===== src/rtl/sa_pkg.sv =====
// Shared defaults, state encoding and lane-slicing helper for the systolic-array
// operand feeder blocks.
package sa_pkg;

    localparam int SA_N      = 4;
    localparam int SA_DW     = 16;
    localparam int SA_LANE_W = SA_DW;

    typedef enum logic [1:0] {
        IDLE  = 2'd0,
        FEED  = 2'd1,
        DRAIN = 2'd2
    } sa_state_t;

    // LSB of lane k inside a packed row of dw-bit lanes.
    function automatic int lane_lsb(input int k, input int dw);
        return k * dw;
    endfunction

endpackage


===== src/rtl/sa_skew_line.sv =====
// One lane of the diagonal skew: a DEPTH-stage shift register that only moves
// on adv, with a synchronous clear and an asynchronous reset.
module sa_skew_line
    import sa_pkg::*;
#(
    parameter int DEPTH = 1,
    parameter int DW    = SA_LANE_W
) (
    input  logic          Clock,
    input  logic          rst,
    input  logic          clr,
    input  logic          adv,
    input  logic [DW-1:0] d,
    output logic [DW-1:0] q
);

    logic [DW-1:0] stage [DEPTH];

    always_ff @(posedge Clock or posedge rst) begin
        if (rst) begin
            for (int i = 0; i < DEPTH; i++) stage[i] <= '0;
        end else if (clr) begin
            for (int i = 0; i < DEPTH; i++) stage[i] <= '0;
        end else if (adv) begin
            stage[0] <= d;
            for (int i = 1; i < DEPTH; i++) stage[i] <= stage[i-1];
        end
    end

    assign q = stage[DEPTH-1];

endmodule


===== src/rtl/sa_a_skew_feeder.sv =====
// Row-at-a-time operand feeder for the 4x4 weight-stationary array: skews lanes
// diagonally, drives shift enables, flushes with zero rows and pulses done.
// Optional SA_FEED_STALL_CNT_EN adds a saturating stall_cnt output.
module sa_a_skew_feeder
    import sa_pkg::*;
#(
    parameter int N     = SA_N,
    parameter int DW    = SA_DW,
    parameter int FLUSH = 4
) (
    input  logic          Clock,
    input  logic          rst,
    input  logic          data_clear,
    input  logic          hold,
    input  logic          in_valid,
    output logic          in_ready,
    input  logic          in_last,
    input  logic [N*DW-1:0] in_vec,
    output logic [N*DW-1:0] a_left_out,
    output logic          en_shift_right,
    output logic          en_shift_bottom,
    output logic          busy,
    output logic          done,
    output logic [1:0]    state_dbg
`ifdef SA_FEED_STALL_CNT_EN
    ,
    output logic [15:0]   stall_cnt
`endif
);

    // Handshake: a beat transfers on a rising edge where in_valid && in_ready.
    // in_ready never depends on in_valid.

    localparam int DRAIN_LEN = N - 1 + FLUSH;
    localparam int CW        = (DRAIN_LEN > 1) ? $clog2(DRAIN_LEN) : 1;
    localparam logic [CW-1:0] CNT_INIT = CW'(DRAIN_LEN - 1);

    sa_state_t     state_q, state_d;
    logic [CW-1:0] cnt_q, cnt_d;
    logic          accept, drain_adv, advance, done_d;

    assign in_ready  = !rst && !hold && !data_clear && (state_q != DRAIN);
    assign accept    = in_valid && in_ready;
    assign drain_adv = (state_q == DRAIN) && !hold && !data_clear;
    assign advance   = accept || drain_adv;

    always_comb begin
        state_d = state_q;
        cnt_d   = cnt_q;
        done_d  = 1'b0;
        if (data_clear) begin
            state_d = IDLE;
            cnt_d   = '0;
        end else begin
            case (state_q)
                IDLE, FEED: begin
                    if (accept) begin
                        if (in_last) begin
                            state_d = DRAIN;
                            cnt_d   = CNT_INIT;
                        end else begin
                            state_d = FEED;
                        end
                    end
                end
                DRAIN: begin
                    if (drain_adv) begin
                        if (cnt_q == '0) begin
                            state_d = IDLE;
                            done_d  = 1'b1;
                        end else begin
                            cnt_d = cnt_q - 1'b1;
                        end
                    end
                end
                default: begin
                    state_d = IDLE;
                    cnt_d   = '0;
                end
            endcase
        end
    end

    always_ff @(posedge Clock or posedge rst) begin
        if (rst) begin
            state_q        <= IDLE;
            cnt_q          <= '0;
            en_shift_right <= 1'b0;
            done           <= 1'b0;
        end else begin
            state_q        <= state_d;
            cnt_q          <= cnt_d;
            en_shift_right <= advance;
            done           <= done_d;
        end
    end

    assign en_shift_bottom = en_shift_right;
    assign busy            = (state_q != IDLE);
    assign state_dbg       = state_q;

    // Zeros are shifted in on drain steps so every lane empties behind the last row.
    for (genvar k = 0; k < N; k++) begin : g_lane
        logic [DW-1:0] lane_d;
        assign lane_d = accept ? in_vec[lane_lsb(k, DW) +: DW] : '0;

        sa_skew_line #(
            .DEPTH (k + 1),
            .DW    (DW)
        ) u_line (
            .Clock (Clock),
            .rst   (rst),
            .clr   (data_clear),
            .adv   (advance),
            .d     (lane_d),
            .q     (a_left_out[lane_lsb(k, DW) +: DW])
        );
    end

`ifdef SA_FEED_STALL_CNT_EN
    logic start_mat;
    assign start_mat = (state_q == IDLE) && (state_d != IDLE);

    always_ff @(posedge Clock or posedge rst) begin
        if (rst) begin
            stall_cnt <= '0;
        end else if (data_clear || start_mat) begin
            stall_cnt <= '0;
        end else if ((state_q == FEED) && !in_valid && !hold && (stall_cnt != 16'hFFFF)) begin
            stall_cnt <= stall_cnt + 16'd1;
        end
    end
`endif

endmodule

===== config.mk =====
export PLATFORM = sky130hd
export DESIGN_NAME = sa_a_skew_feeder
export DESIGN_NICKNAME = d
export VERILOG_FILES = /design/src/rtl/sa_pkg.sv /design/src/rtl/sa_skew_line.sv /design/src/rtl/sa_a_skew_feeder.sv
export SDC_FILE = /design/constraint.sdc
export NUM_CORES = 1
export LEC_CHECK = 0
export CAP_MARGIN = 20
export CORE_ASPECT_RATIO = 1.4
export CORE_MARGIN = 5
export CORE_UTILIZATION = 55
export CTS_BUF_LIST = sky130_fd_sc_hd__clkbuf_16
export DETAILED_ROUTE_END_ITERATION = 8
export PLACE_DENSITY_LB_ADDON = 0.25
export SYNTH_ARGS = -nofsm -noshare
export SYNTH_HDL_FRONTEND = slang
export SYNTH_SLANG_ARGS = --single-unit

===== constraint.sdc =====
create_clock -name Clock -period 7.5 [get_ports Clock]
set_input_delay 0.75 -clock Clock [delete_from_list [all_inputs] [get_ports Clock]]
set_output_delay 0.75 -clock Clock [all_outputs]
set_load 0.05 [all_outputs]

==> impl_metrics.csv <==
group,metric,value,unit
clock_tree,cts.sinks,167,
clock_tree,postCtsSetupBuffers,0,
setup_path,required,6.75,ns
route,drt-wirelength-per-cell,16.84,um
pwr,swShare,0.2180,
pwr,ir_drop,147.0,uV
clock_tree,cts_buffers,17,
global_routing,grt_remaining_overflow,0,
placement,dp_slack,3.957,ns
setup_path,start_kind,"input port",
setup_path,path_cells,"buf_4 > nor2_1 > nand2_1 > nor2_1 > clkdlybuf4s50_1",
synth,ys.warnings.count,0,
floorplan,core,12190,um^2
synth,synth_area_leaders,"dfrtp_1, nand2_1, a22o_1",
placement,port_buffers,140,
sta,fmax,0.2832,GHz
sta,hold_viol_final,0,
route,postRouteAntennaNets,0,
global_routing,grt.total_usage,0.2075,
route,wl_met2,7851,um
route,via_count,4895,
placement,place_area,7839,um^2
clock_tree,worst_skew_pair.late_latency,0.42,ns
global_routing,grt_pass1_vias,4999,
pwr,total_leakage_power,0.003661,uW
sta,final-max-slew-violation-count,0,
clock_tree,cts_root_buf,"clkbuf_16",
route,wl,14970,um
status,status,"completed",
cells_and_area,n_antenna_cell,0,
cells_and_area,fin_area,8502,um^2
setup_path,crit_family,"buffers and inverters",
synth,synth_top_area_frac,0.6165,
route,drtIter0Drc,250,
sta,setup_ws,3.969,ns
route,highest_layer,"met4",
sta,min_period,3.531,ns
setup_path,crit_top_cell,"nor2_1",
synth,syn_inst,654,
setup_path,cp_slowest_stage_delay,0.77,ns
route,drc_errors,0,
sta,slew_headroom,0.2812,
sta,tightest_slew,1.078,ns
floorplan,pin_count,141,
global_routing,antenna_found_initial,0,
floorplan,die-height,141.4,um
job,drv_cap,0,
floorplan,rows,48,
setup_path,crit_path_top_delay_cell,"buf_4",
sta,whs,0.5036,ns
synth,synthesis.area_per_instance,10.37,um^2
setup_path,arrival,2.78,ns
sta,finalCritPeriodShare,0.4708,
sta,setup_violations,0,
synth,ys_ff_latch,167,
clock_tree,cts_resized,0,
cells_and_area,syn_to_final_growth,25.42,%
sta,rsz0062_at_grt,"no",
setup_path,endpoint_kind,"primary output",
route,first_pass_iters,5,
sta,setup_tns,0,ns
floorplan,start_util,0.5560,
placement,dpl.hpwl,9221,um
clock_tree,clkSlewWorstSetupHoldPaths,0.06,ns
placement,place_congestion,0.8336,
clock_tree,clockBufferDepth,2,
clock_tree,hold_buffers,0,
route,wl_met1,6084,um
route,vias_per_cell,5.506,
floorplan,fp.dieW,103.8,um
setup_path,cp_max_fo,103,
pwr,p_per_area,233.8,nW/um^2
cells_and_area,finalNetCount,798,
clock_tree,htreeDepth,4,
sta,fin_skew,0.006484,ns
pwr,power_switching,433.5,uW
cells_and_area,drive_above_1_share,0.06089,
pwr,power_frac_clock,0.469,
pwr,intPower,1555,uW
cells_and_area,fillCellCount,899,
floorplan,die_area,14680,um^2
global_routing,grt_pass1_wl,24850,um
clock_tree,cts_tree,"yes",
synth,ys_seq_area_frac,0.6165,
min_path,hold_class,"register to register",
pwr,p_seq_frac,0.464,
setup_path,cp_num_buf_inv,2,
route,wl_met3,719,um
synth,synthDistinctLibCells,26,
synth,yosysTopAreaCell,"dfrtp_1",
synth,synth_area,6779,um^2
synth,syn_nets,726,
pwr,p_comb_frac,0.067,
global_routing,grt_max_degree,104,
setup_path,path_class,"input port to primary output",
## cell families (layout without fill, tap and decap cells)
logic type,count (synthesis),count (layout),synth area share
AND/OR/NAND/NOR,213,213,0.1231
AO/OA/AOI/OAI,173,173,0.1667
flip-flops,167,167,0.6165
buffers and inverters,99,184,0.09007
adder cells (fa/ha/maj),2,2,0.003691
## layout make-up
class / instances / area (um^2) / area share
timing repair buffer: 146 / 1464 / 0.1722
inverter: 6 / 28.78 / 0.003385
clock inverter: 15 / 210.2 / 0.02472
multi-input combinational: 388 / 2007 / 0.2361
clock buffer: 17 / 425.4 / 0.05004
tap: 150 / 187.7 / 0.02208
sequential: 167 / 4179 / 0.4915
## stage by stage
step	total power (uW)	std cells	util
after floorplan	1010	654	-
after global placement	1069	856	0.6430
after detailed placement	1073	856	0.6430
after CTS	2003	888	0.6951
after global routing	2056	889	0.6974
final	1988	889	0.6974
## layer usage
metal  vias up  global-route usage
met3        21             0.05280
met5         -                   0
met2       155              0.3424
met4         0             0.07367
met1      2432              0.2680
li1       2287                   -
## sequential cells by signal, summed over array words and instances (netlist names)
| register | cells |
|---|---|
| g_lane.u_line.stage | 96 |
| g_lane.u_line.q | 64 |
| cnt_q | 3 |
| state_dbg | 2 |
| done | 1 |
| en_shift_bottom | 1 |
## placed cells by master, fill, tap and decap left out, drive strengths merged
cell type,instances
ha,2
buf,7
o21ai,5
a211oi,2
a22o,64
a21oi,100
or2,2
nor4,1
clkbuf,17
a21bo,1
bufinv,5
and3,1
clkinv,7
nand3b,1
or3,1
nor2,8
nand2,194
nand2b,2
nand3,1
inv,6
nor2b,2
o2111ai,1
dfrtp,167
clkdlybuf4s50,139
clkinvlp,3
## synth_stat cells (all sizes together)
cell type	n
or3	1
nor2b	2
dfrtp	167
ha	2
o21ai	5
a21bo	1
nand3b	1
nor2	8
a21oi	100
and3	1
nor4	1
or2	2
o2111ai	1
buf	81
clkbuf	12
a22o	64
a211oi	2
nand2	194
inv	6
nand2b	2
nand3	1
## worst paths after layout
| check | start | end | slack [ns] | cells after the start |
|---|---|---|---|---|
| worst max-delay path | data_clear | in_ready | 3.97 | 5 |
| worst min-delay path | g_lane[2].u_line.stage[39] | g_lane[2].u_line.stage[39] | 0.50 | 1 |
| worst max register to register | state_dbg[1] | g_lane[2].u_line.q[7] | 5.08 | 6 |
| worst min register to register | g_lane[2].u_line.stage[39] | g_lane[2].u_line.stage[39] | 0.50 | 1 |
| max in group asynchronous | rst | g_lane[0].u_line.q[1] | 5.44 | 4 |
| min in group asynchronous | rst | g_lane[2].u_line.stage[37] | 0.92 | 2 |
## power groups by stage
stage	Clock (uW)	Combinational [uW]	Sequential [uW]
floorplan	0	61.3	948
global placement	0	131	938
detailed placement	0	134	939
CTS	946	134	922
global route	986	146	924
finish	932	134	922
Note: power is estimated with default switching activity, not from simulation.
